**src/rtl/inst_fetcher.sv**
```systemverilog
// Instruction fetch stage: owns the fetch PC, issues one memory fetch at a time and
// buffers returned instructions, tagged with their PC, in a circular queue for decode.
module inst_fetcher #(
    parameter int          QLOG     = 2,
    parameter logic [31:0] RESET_PC = 32'h0
) (
    input  logic        clk,
    input  logic        rst,
    input  logic        rdy,
    output logic        mem_req,
    output logic [31:0] mem_addr,
    input  logic [31:0] mem_inst_in,
    input  logic        mem_inst_rdy,
    input  logic        redirect,
    input  logic [31:0] redirect_pc,
    output logic        dec_valid,
    output logic [31:0] dec_inst,
    output logic [31:0] dec_pc,
    input  logic        dec_ready
);

    localparam int             DEPTH = 1 << QLOG;
    localparam logic [QLOG:0]  FULL  = (QLOG+1)'(DEPTH);

    typedef enum logic [1:0] {IDLE, WAIT, DISCARD} state_t;

    typedef struct packed {
        logic [31:0] pc;
        logic [31:0] inst;
    } entry_t;

    state_t          state, state_nxt;
    logic [31:0]     pc;
    logic [QLOG-1:0] head, tail;
    logic [QLOG:0]   count;
    entry_t          queue [DEPTH];

    logic issue, push, pop, done;
    logic unused_pc_lsb;

    assign unused_pc_lsb = ^redirect_pc[1:0];

    // ---------------------------------------------------------------- FSM
    always_ff @(posedge clk or posedge rst) begin
        if (rst)
            state <= IDLE;
        else if (rdy)
            state <= state_nxt;
    end

    always_comb begin
        state_nxt = state;
        case (state)
            IDLE:    if (issue) state_nxt = WAIT;
            // The controller cannot abort a transfer, so a redirect mid-fetch
            // must wait out the response before the new PC can issue.
            WAIT: begin
                if (mem_inst_rdy)  state_nxt = IDLE;
                else if (redirect) state_nxt = DISCARD;
            end
            DISCARD: if (mem_inst_rdy) state_nxt = IDLE;
            default: state_nxt = IDLE;
        endcase
    end

    always_comb begin
        issue = 1'b0;
        push  = 1'b0;
        done  = 1'b0;
        case (state)
            // Issuing only below FULL reserves the slot for the in-flight fetch.
            IDLE:    issue = !redirect && (count != FULL);
            WAIT: begin
                done = mem_inst_rdy;
                push = mem_inst_rdy && !redirect;
            end
            DISCARD: done = mem_inst_rdy;
            default: ;
        endcase
    end

    assign pop = dec_valid && dec_ready && !redirect;

    // ---------------------------------------------------------------- datapath
    always_ff @(posedge clk or posedge rst) begin
        if (rst) begin
            mem_req  <= 1'b0;
            mem_addr <= 32'h0;
            pc       <= RESET_PC;
            head     <= '0;
            tail     <= '0;
            count    <= '0;
        end else if (rdy) begin
            if (issue) begin
                mem_req  <= 1'b1;
                mem_addr <= pc;
            end else if (done) begin
                mem_req  <= 1'b0;
            end

            if (redirect)
                pc <= {redirect_pc[31:2], 2'b00};
            else if (push)
                pc <= pc + 32'd4;

            if (redirect) begin
                head  <= '0;
                tail  <= '0;
                count <= '0;
            end else begin
                if (push) tail <= tail + 1'b1;
                if (pop)  head <= head + 1'b1;
                case ({push, pop})
                    2'b10:   count <= count + 1'b1;
                    2'b01:   count <= count - 1'b1;
                    default: ;
                endcase
            end
        end
    end

    always_ff @(posedge clk) begin
        if (rdy && push)
            queue[tail] <= '{pc: pc, inst: mem_inst_in};
    end

    assign dec_valid = (count != '0);
    assign dec_inst  = queue[head].inst;
    assign dec_pc    = queue[head].pc;

endmodule
```
**config.mk**
```make
export PLATFORM = sky130hd
export DESIGN_NAME = inst_fetcher
export DESIGN_NICKNAME = d
export VERILOG_FILES = /design/src/rtl/inst_fetcher.sv
export SDC_FILE = /design/constraint.sdc
export NUM_CORES = 1
export LEC_CHECK = 0
export BUFFER_PORTS_ARGS = -buffer_cell sky130_fd_sc_hd__buf_2
export CAP_MARGIN = 0
export CORE_MARGIN = 1.5
export CORE_UTILIZATION = 48
export CTS_BUF_LIST = sky130_fd_sc_hd__clkbuf_8
export CTS_CLUSTER_SIZE = 8
export DETAILED_ROUTE_END_ITERATION = 12
export MAX_ROUTING_LAYER = met4
export PLACE_DENSITY = 0.82
export RECOVER_POWER = 50
export REMOVE_ABC_BUFFERS = 1
export SETUP_SLACK_MARGIN = 0.4
export SLEW_MARGIN = 20
export SYNTH_ARGS = -nofsm -noshare
export SYNTH_HDL_FRONTEND = slang
export SYNTH_SLANG_ARGS = --single-unit
```
**constraint.sdc**
```tcl
create_clock -name clk -period 3 [get_ports clk]
set_input_delay 0.15 -clock clk [delete_from_list [all_inputs] [get_ports clk]]
set_output_delay 0.15 -clock clk [all_outputs]
set_load 0.005 [all_outputs]
```
# After elaboration in Yosys (flattened, before gate mapping)
# Memory sizes are Yosys's and may differ from the RTL's.
# Index checks and enable logic that the tools add are counted.
[op_classes] n_mul=0 n_div=0 n_addsub=5 n_mux=20 n_eq_ne=8 shifts=0 bitwise=0 magnitude_cmp=0 reduce_logical=19
[op_table] operator="32-bit two-way mux" count=2
[op_table] operator="32-bit by 3-bit adder with 32-bit output, second input constant" count=1
[op_table] operator="2-bit two-way mux" count=8
[op_table] operator="2-bit AND reduction" count=5
[op_table] operator="1-bit two-way mux" count=7
[op_table] operator="3-bit inequality test, second input constant" count=2
[op_table] operator="2-bit case mux with 3 select lines" count=1
[op_table] operator="3-bit case mux with 2 select lines" count=1
[op_table] operator="2-bit nonzero test" count=3
[op_table] operator="3-bit nonzero test" count=2
[op_table] operator="1-bit logical AND" count=5
[op_table] operator="2-bit by 1-bit adder with 2-bit output, second input constant" count=2
[op_table] operator="2-bit by 1-bit equality test with 1-bit output, second input constant" count=2
[op_table] operator="2-bit equality test, second input constant" count=2
[op_table] operator="2-bit inequality test, second input constant" count=2
[op_table] operator="4-bit AND reduction" count=1
[op_table] operator="3-bit by 1-bit adder with 3-bit output, second input constant" count=1
[op_table] operator="3-bit two-way mux" count=1
[op_table] operator="3-bit by 1-bit subtractor with 3-bit output, second input constant" count=1
[op_table] operator="2-bit logical NOT" count=1
[op_table] operator="2-bit OR reduction" count=1
[op_table] operator="1-bit logical NOT" count=1
[totals] romBits=0 output_inout_bits=98 n_memories=1 latchBits=0 ram_bits=256 ff_bits=74 in_bits=70 wordCells=60
[mem_list] memory="queue" words=4 width=64 read_ports=1 rd_clocked_by_memory_dff=0 wr=1 line_no="36" rtl="entry_t queue [DEPTH];"

# Logic depth before layout (Yosys ltp)
# Gate-level depths: netlist of run 1.
[logic_depth] word_depth=6 ltp_mapped=10 depth_no_buf=9

# Least setup slack after synthesis of run 1
# No wires, ideal clock.
[synth_path] path_kind="flip-flop to flip-flop" start="register state[1]" end="memory queue[0][0] in the netlist's numbering, enable pin" path_slack_ns=-0.130 t_required_ns=2.573 t_arrival_ns=2.704 path_stages_with_launch=7 path_buffers=1 setup_ns=0.427 synth_period_minus_slack_ns=3.130 cell_sequence="dfrtp_1 > inv_1 > ha_1 > nand2_1 > a21oi_1 > clkbuf_1 > and3_1"
[synth_via] elab_chain_cells=5
[synth_lines] element="start, declared" line_no="32" rtl="state_t state, state_nxt;"
[synth_lines] element="start signal, assigned" line_no="48" rtl="state <= state_nxt;"
[synth_lines] element="2-bit by 1-bit equality test with 1-bit output" line_no="70" rtl="case (state)"
[synth_lines] element="1-bit two-way mux" line_no="70"
[synth_lines] element="1-bit logical AND" line_no="123" rtl="if (rdy && push)"
[synth_lines] element="1-bit two-way mux" line_no="123"
[synth_lines] element="1-bit two-way mux (not written as such)" line_no="124" rtl="queue[tail] <= '{pc: pc, inst: mem_inst_in};"
[synth_lines] element="end, declared" line_no="36"
# No other way between the ends.

# Worst setup path in the final report of run 1
[layout_path] start="register head[0]" end="output dec_pc[2]"
[layout_via] elab_chain_cells=1
[layout_lines] element="start, declared" line_no="34" rtl="logic [QLOG-1:0] head, tail;"
[layout_lines] element="start signal, assigned" line_no="112" rtl="if (pop) head <= head + 1'b1;"
[layout_lines] element="memory read 4 x 64 bit"
[layout_lines] element="end, declared" line_no="18" rtl="output logic [31:0] dec_pc,"
# No other way between the ends.

==> metrics.cfg, run 1 <==
[cts]
clock_path_buffers = 3
cts.sinks = 318
htreeDepth = 2
cts_buffers = 50
hold_buffers = 58
clock_tree.root_cell = clkbuf_8
post-cts-setup-buffers = 0
insertion_delay_ns = 0.57
cts_tree = yes
path_clk_slew_ns = 0.07
cts_resized = 0

[die]
core_um2 = 25980
start_util = 0.4887
rows = 59
die_area_um2 = 27440
io_pins = 168
die_y_um = 165.7
die_w_um = 165.7

[placed_design]
hpwl_um = 17110
dpl_worst_slack_ns = 0.7657
place.gp.congestion = 0.8241
dp.cells = 1182
port_buffers = 161

[synth]
synth_edf_count = 248
syn_area_per_cell_um2 = 17.99
synth.area.top_cells = edfxtp_1 59%, dfrtp_1 14%, mux4_2 11%, mux2_2 2.7%, o21ai_0 1.4%
synth_seq_cells = 318
async_flop_share = 0.2201
synth.top_cell.area_share = 0.5865
yosys.area.top_type = edfxtp_1
synth_area_um2 = 12700
synthFlopType = edfxtp_1
ys.warnings.count = 0
synth.most_common_cell = edfxtp_1
synth_cell_types = 58
synth_common_cells = 248 x edfxtp_1, 70 x dfrtp_1, 62 x mux4_2, 35 x o21ai_0, 32 x a21oi_1
postSynthCellCount = 706
yosysSeqAreaShare = 0.7244

[setup_path]
cp-start-kind = flip-flop
crit_slowest_cell = dfrtp_4
arrival_ns = 2.29
crit_chain = buf_4, mux4_2, buf_2
worstSetupPathType = flip-flop to primary output
slowest_delay_ns = 0.67
end_kind = primary output
path_max_fanout = 17
cp.required_ns = 2.85

[pwr]
finalPower_uw = 11870
peakVddDrop_mv = 0.3760
p_per_area_nw_per_um2 = 770.1
leakagePower_uw = 0.005499

[sta]
slew_violations = 46
setup_slack_ns = 0.5620
setup_viol = 0
setup_tns_ns = 0
hold_violations = 0
slew_headroom = -0.5001
grt_setup_unrepaired = no
fin_crit_ns = 2.438
tightestPinTransition_ns = 2.238
clock_skew_ns = 0.02548
max_freq_mhz = 410.2
min_period_over_period = 0.8127

[job]
cap_violations = 1

[grt]
grt_max_degree = 52
antenna_found_initial = 1
grt_usage = 0.2118
grt_pass1_vias = 7767
grt_first_pass_wirelength_um = 43730
grt.overflow.total = 0

[layout]
final_cells = 1331
n_fill_cell = 1970
final_core_util = 0.5932
drive_gt1_frac = 0.3015
nNetsFinal = 1036
syn_to_final_growth_pct = 21.39

[detailed_routing]
drt_iter0_markers = 796
route.detailed.drc = 0
antenna_left = 0
routed_via_density = 5.629
drt-pass1-iter-count = 5
wirelength_um = 27680
num_vias = 7492
wl_per_cell_um = 20.80

[outcome]
failed_checks = max-capacitance violations, max-slew violations
status = finished, violations left

[worst_hold_path]
min_path_type = primary input to flip-flop

layer usage:
metal,vias to the layer above,global-route usage,share of wire
li1,3326,-,-
met1,3816,0.2739,0.42
met2,299,0.3447,0.50
met3,51,0.04325,0.063
met4,0,0.05562,0.019
met5,-,-,0
worst max-delay path: cells and delay by family, from the launching register on:
| family | cells | cell delay, ns |
|---|---|---|
| buffers and inverters | 2 | 0.50 |
| flip-flops | 1 | 0.67 |
| multiplexers | 1 | 0.55 |
sequential cells by signal, indices dropped and copies added (netlist names):
register	count
state	2
count	3
mem_addr	30
head	2
tail	2
queue	248
pc	30
mem_req	1
kinds of logic after synthesis:
kind of cell,count (synthesis),synth area share
flops,318,0.7244
simple gates,117,0.05094
compound gates,110,0.05419
mux,95,0.1389
buf+inv,55,0.02109
fa+ha+maj,9,0.009459
other cells,1,0.0002953
xor+xnor,1,0.0006898
report_power, final:
| part | switching, uW | leakage (uW) | internal, uW |
|---|---|---|---|
| combinational | 1170 | 0.00185 | 1360 |
| sequential | 554 | 0.00308 | 5430 |
| clock | 1600 | 0.000568 | 1760 |
| total | 3320 | 0.00550 | 8550 |
layout by cell type (no fill, tap or decap), types with 30 or more instances in the layout:
cell type	count
edfxtp_1	248
buf_2	111
dfrtp_1	68
mux4_2	62
dlygate4sd3_1	58
clkbuf_8	55
clkbuf_1	51
inv_1	37
o21ai_0	35
a21oi_1	31
mux2_2	30
layout make-up:
| type | instances | area, um2 | area share |
|---|---|---|---|
| antenna | 1 | 2.502 | 0.0001623 |
| multi-input combinational | 336 | 3271 | 0.2122 |
| sequential | 318 | 9206 | 0.5972 |
| timing repair buffer | 239 | 1541 | 0.1000 |
| inverter | 12 | 46.29 | 0.003003 |
| clock buffer | 55 | 757.0 | 0.04911 |
| tap | 335 | 419.2 | 0.02719 |
| clock inverter | 35 | 171.4 | 0.01112 |
metrics by stage:
stage / hold slack (ns) / area [um2]
final: 0.04849 / 15410
after detailed placement: 0.3551 / 13970
after global placement: 0.3510 / 13970
after CTS: 0.007281 / 15480
after floorplan: 0.2489 / 12490
after global routing: 0.03133 / 15410
path summary, 6_finish.rpt:
path                                       from      endpoint  slack (ns)  cells after the start
worst max-delay path                    head[0]     dec_pc[2]        0.56                      3
worst max register to register         state[1]  queue[2][15]        0.76                      6
worst min-delay path            redirect_pc[21]        pc[21]        0.05                      4
min in group asynchronous                   rst  mem_addr[12]        0.74                      3
worst min register to register          mem_req       mem_req        0.48                      1
max in group asynchronous                   rst  mem_addr[29]        0.77                      4
(Power assumes the default switching activity.)
==> run 2: changes to the inputs <==
==> constraint.sdc (replaced) <==
create_clock -name clk -period 2 [get_ports clk]
set_input_delay 0.1 -clock clk [delete_from_list [all_inputs] [get_ports clk]]
set_output_delay 0.1 -clock clk [all_outputs]
set_load 0.005 [all_outputs]
==> metrics.cfg, run 2 (synthesized netlist as in run 1, its figures left out) <==
[setup_path]
path_max_fanout = 19
cp-start-kind = flip-flop
crit_buf_inv = 2
cp.required_ns = 1.90
crit_slowest_cell = dfrtp_4
arrival_ns = 2.09
end_kind = primary output
worstSetupPathType = flip-flop to primary output
crit_chain = buf_4, mux4_2, buf_6
crit_family = flip-flops
slowest_delay_ns = 0.69

[sta]
hold_violations = 0
slew_headroom = 0.1247
clock_skew_ns = 0.04714
grt_setup_unrepaired = yes
whs_ns = 0.08426
setup_viol = 153
tightestPinTransition_ns = 1.306
fin_crit_ns = 2.187
min_period_over_period = 1.094
setup_tns_ns = -13.44
setup_slack_ns = -0.1873
slew_violations = 0
max_freq_mhz = 457.2

[grt]
grt_pass1_vias = 8759
busiest_layer = met2
grt_usage = 0.2604
met2_usage = 0.4236
use_met1 = 0.3219
grt_first_pass_wirelength_um = 52190
met3_usage = 0.05281
grt_max_degree = 52
grt.overflow.total = 0
antenna_found_initial = 0

[layout]
n_fill_cell = 1482
syn_to_final_growth_pct = 46.08
final_cells = 1498
layout_commonest_cell = edfxtp_1
diodes = 0
largest_reg_flops = 248
final_core_util = 0.7139
top_register = queue
layout_common_cells = 248 x edfxtp_1, 119 x buf_2, 66 x dlygate4sd3_1
biggestRegsByFlops = queue x248, mem_addr x30, pc x30
drive_gt1_frac = 0.4540
nNetsFinal = 1201

[cts]
clock_path_buffers = 3
insertion_delay_ns = 0.60
cts.sinks = 318
clock_tree.root_cell = clkbuf_8
path_clk_slew_ns = 0.07
cts_tree = yes
htreeDepth = 2
cts_buffers = 49

[worst_hold_path]
min_path_type = primary input to flip-flop

[pwr]
leakagePower_uw = 0.006971
p_per_area_nw_per_um2 = 1112
peakVddDrop_mv = 0.5442

[detailed_routing]
num_vias = 9258
drt_iter0_markers = 1327
drt-pass1-iter-count = 6
antenna_left = 0
route.detailed.drc = 0
routed_via_density = 6.180
wl_per_cell_um = 27.27
wirelength_um = 40840

[die]
die_y_um = 165.7
start_util = 0.4887
rows = 59
core_um2 = 25980
die_area_um2 = 27440
die_w_um = 165.7
io_pins = 168

[placed_design]
place.gp.congestion = 0.8423
dpl_worst_slack_ns = -0.03364
port_buffers = 161
dp.cells = 1213
hpwl_um = 17660

[outcome]
status = finished, violations left
failed_checks = negative setup slack

[job]
cap_violations = 0

[run 2: area by class of cell]
class / count / area (um2) / share of cell area
Clock inverter: 36 / 141.4 / 0.007622
Multi-Input combinational cell: 337 / 3804 / 0.2050
Inverter: 12 / 46.29 / 0.002496
Tap cell: 335 / 419.2 / 0.02260
Timing Repair Buffer: 404 / 4158 / 0.2241
Clock buffer: 56 / 770.7 / 0.04155
Sequential cell: 318 / 9211 / 0.4966
[run 2: worst paths after layout]
check	start	slack, ns	end	cells after the start
setup / recovery	head[1]	-0.19	dec_pc[11]	3
hold / removal	rdy	0.08	pc[31]	4
setup reg to reg	pc[3]	-0.17	pc[19]	6
hold reg to reg	mem_req	0.49	mem_req	1
max in group asynchronous	rst	0.29	head[1]	4
min in group asynchronous	rst	0.31	pc[7]	3
[run 2: worst reg2reg max path: cells and delay by family, from the launching register on]
family	cells	cell delay (ns)
simple gates	3	0.91
buf+inv	1	0.33
compound gates	2	0.45
flops	1	0.35
[run 2: metal layers]
metal,vias to the layer above,wire (um)
met5,-,0
met4,0,2067
met3,182,3672
met2,745,20250
met1,4630,14860
li1,3701,-
[run 2: timing repair]
| action | in CTS | in global routing |
|---|---|---|
| hold buffers | 65 | 1 |
| pin swaps | 28 | 38 |
| hold endpoints to repair | 230 | 1 |
| gates cloned | 29 | 13 |
| setup endpoints to repair | 366 | 376 |
| gates resized for setup | 133 | 148 |
| buffers inserted | 63 | 22 |
[run 2: power breakdown]
group          internal (uW)  leakage, uW  switching [uW]
Sequential              8140      0.00307             613
Combinational           3710      0.00331            3100
Clock                   2550     0.000583            2520
[run 2: through the flow]
step	cell area [um2]	total power, uW
floorplan	12490	11140
global placement	14330	13050
detailed placement	14330	13200
CTS	17590	19030
global route	18550	21300
finish	18550	20630
==> run 3: changes to the inputs <==
--- a/config.mk
+++ b/config.mk
@@ -7,7 +7,7 @@
 export LEC_CHECK = 0
 export BUFFER_PORTS_ARGS = -buffer_cell sky130_fd_sc_hd__buf_2
 export CAP_MARGIN = 0
-export CORE_MARGIN = 1.5
+export CORE_MARGIN = 2
 export CORE_UTILIZATION = 48
 export CTS_BUF_LIST = sky130_fd_sc_hd__clkbuf_8
 export CTS_CLUSTER_SIZE = 8
@@ -16,7 +16,7 @@
 export PLACE_DENSITY = 0.82
 export RECOVER_POWER = 50
 export REMOVE_ABC_BUFFERS = 1
-export SETUP_SLACK_MARGIN = 0.4
+export SETUP_SLACK_MARGIN = 0.5
 export SLEW_MARGIN = 20
 export SYNTH_ARGS = -nofsm -noshare
 export SYNTH_HDL_FRONTEND = slang
==> metrics.cfg, run 3 (synthesized netlist as in run 1, its figures left out) <==
[pwr]
leakagePower_uw = 0.007163
peakVddDrop_mv = 0.6272
p_per_area_nw_per_um2 = 1118

[setup_path]
path_max_fanout = 8
worstSetupPathType = flip-flop to flip-flop
timing.rr.end = pc[25]
arrival_ns = 2.71
reg2reg_depth = 6
cp.required_ns = 2.48
slowest_delay_ns = 0.38
cp-start-kind = flip-flop
rrSetupSlack_ns = -0.23
crit_chain = clkbuf_1, and4_4, nand4_4, nor2_1, a311oi_1, a211oi_2
r2r_start = pc[2]
crit_slowest_cell = and4_4
end_kind = flip-flop

[worst_hold_path]
min_from = mem_inst_rdy
min_path_type = primary input to flip-flop
min_path_cells = 3
holdPathEnd = state[0]

[detailed_routing]
num_vias = 9509
drt-pass1-iter-count = 6
wl_per_cell_um = 28.45
drt_iter0_markers = 1123
antenna_left = 0
wirelength_um = 43280
route.detailed.drc = 0
routed_via_density = 6.252

[cts]
cts_tree = yes
insertion_delay_ns = 0.58
htreeDepth = 2
cts.sinks = 318
path_clk_slew_ns = 0.08
clock_tree.root_cell = clkbuf_8
cts_buffers = 50
clock_path_buffers = 3

[sta]
grt_setup_unrepaired = yes
slew_violations = 0
setup_viol = 230
hold_violations = 0
min_period_over_period = 1.115
setup_tns_ns = -13.54
max_freq_mhz = 448.4
tightestPinTransition_ns = 1.070
slew_headroom = 0.2824
fin_crit_ns = 2.230
clock_skew_ns = 0.02860
setup_slack_ns = -0.2300

[layout]
layout_commonest_cell = edfxtp_1
biggestRegsByFlops = queue x248, mem_addr x30, pc x30
final_area_um2 = 19000
diodes = 0
top_register = queue
syn_to_final_growth_pct = 49.66
drive_gt1_frac = 0.4747
layout_common_cells = 248 x edfxtp_1, 122 x buf_2, 64 x dfrtp_1
nNetsFinal = 1226
largest_reg_flops = 248

[grt]
grt_max_degree = 65
antenna_found_initial = 0
grt.overflow.total = 0
grt_first_pass_wirelength_um = 53810
grt_pass1_vias = 8909
grt_usage = 0.2635

[die]
rows = 59
start_util = 0.4887
io_pins = 168
die_w_um = 166.7
core_um2 = 25980
die_y_um = 166.7
die_area_um2 = 27770

[placed_design]
dpl_worst_slack_ns = -0.02511
hpwl_um = 18240
place.gp.congestion = 0.8313
port_buffers = 161
postPlaceCellArea_um2 = 14430

[outcome]
status = finished, violations left
failed_checks = negative setup slack

[job]
cap_violations = 0

[run 3: cell types whose count changed in the layout (fill, tap and decap cells not counted), moves of 6 or more]
| cell | previous run | this run |
|---|---|---|
| buf_12 | 30 | 40 |
| clkbuf_1 | 54 | 42 |
| clkinv_1 | 1 | 7 |
| buf_4 | 27 | 53 |
| buf_6 | 55 | 48 |
[run 3: worst max-delay path by stage]
stage | from | end | slack, ns | cells past startpoint
2_1_floorplan | state[1] | queue[0][0] | -1.79 | 5
4_1_cts | head[0] | dec_inst[18] | -0.15 | 4
3_3_place_gp | state[1] | queue[0][27] | 0.07 | 7
5_1_grt | pc[2] | pc[25] | -0.25 | 6
3_5_place_dp | state[1] | queue[0][27] | -0.03 | 7
6_report | pc[2] | pc[25] | -0.23 | 6
[run 3: final cells by class]
cell class                 count  area, um2
timing repair buffer         428       4592
clock buffer                  57      784.5
clock inverter                34      127.6
multi-input combinational    337       3821
sequential                   318       9211
inverter                      12      48.80
fill                        1412       6980
tap                          335      419.2
[run 3: metal layers]
layer  global-route usage  vias up  routed length (um)
li1                     -     3750                   -
met1               0.3322     4828               15680
met2               0.4382      726               21340
met3              0.04539      205                3807
met4              0.08771        0                2442
met5                    -        -                   0
[run 3: power breakdown]
part           leakage [uW]  switching (uW)  internal [uW]
Sequential          0.00307             571           8140
Combinational       0.00352            3330           4030
Clock              0.000565            2590           2580
Total               0.00716            6490          14800
[run 3: per-stage QoR]
stage	hold WS, ns	power (uW)	cells	util
floorplan	0.1989	11140	666	-
global placement	0.08707	13050	1224	0.5552
detailed placement	0.09301	13230	1224	0.5552
CTS	0.004759	19230	1463	0.6786
global route	0.04579	21910	1521	0.7314
finish	0.03863	21240	1521	0.7314
[run 3: repair_timing]
item                       in CTS  in global routing
hold buffers                   60                  1
pin swaps                      13                 34
resized for setup              88                186
setup endpoints to repair     376                379
setup buffers                  58                 40
hold endpoints to repair      225                  1
cloned                         30                 17
[run 3: critical path: cells and delay by family, from the launching register on]
family          cells  cell delay (ns)
simple gates        3             0.90
compound gates      2             0.53
flops               1             0.36
buf+inv             1             0.35
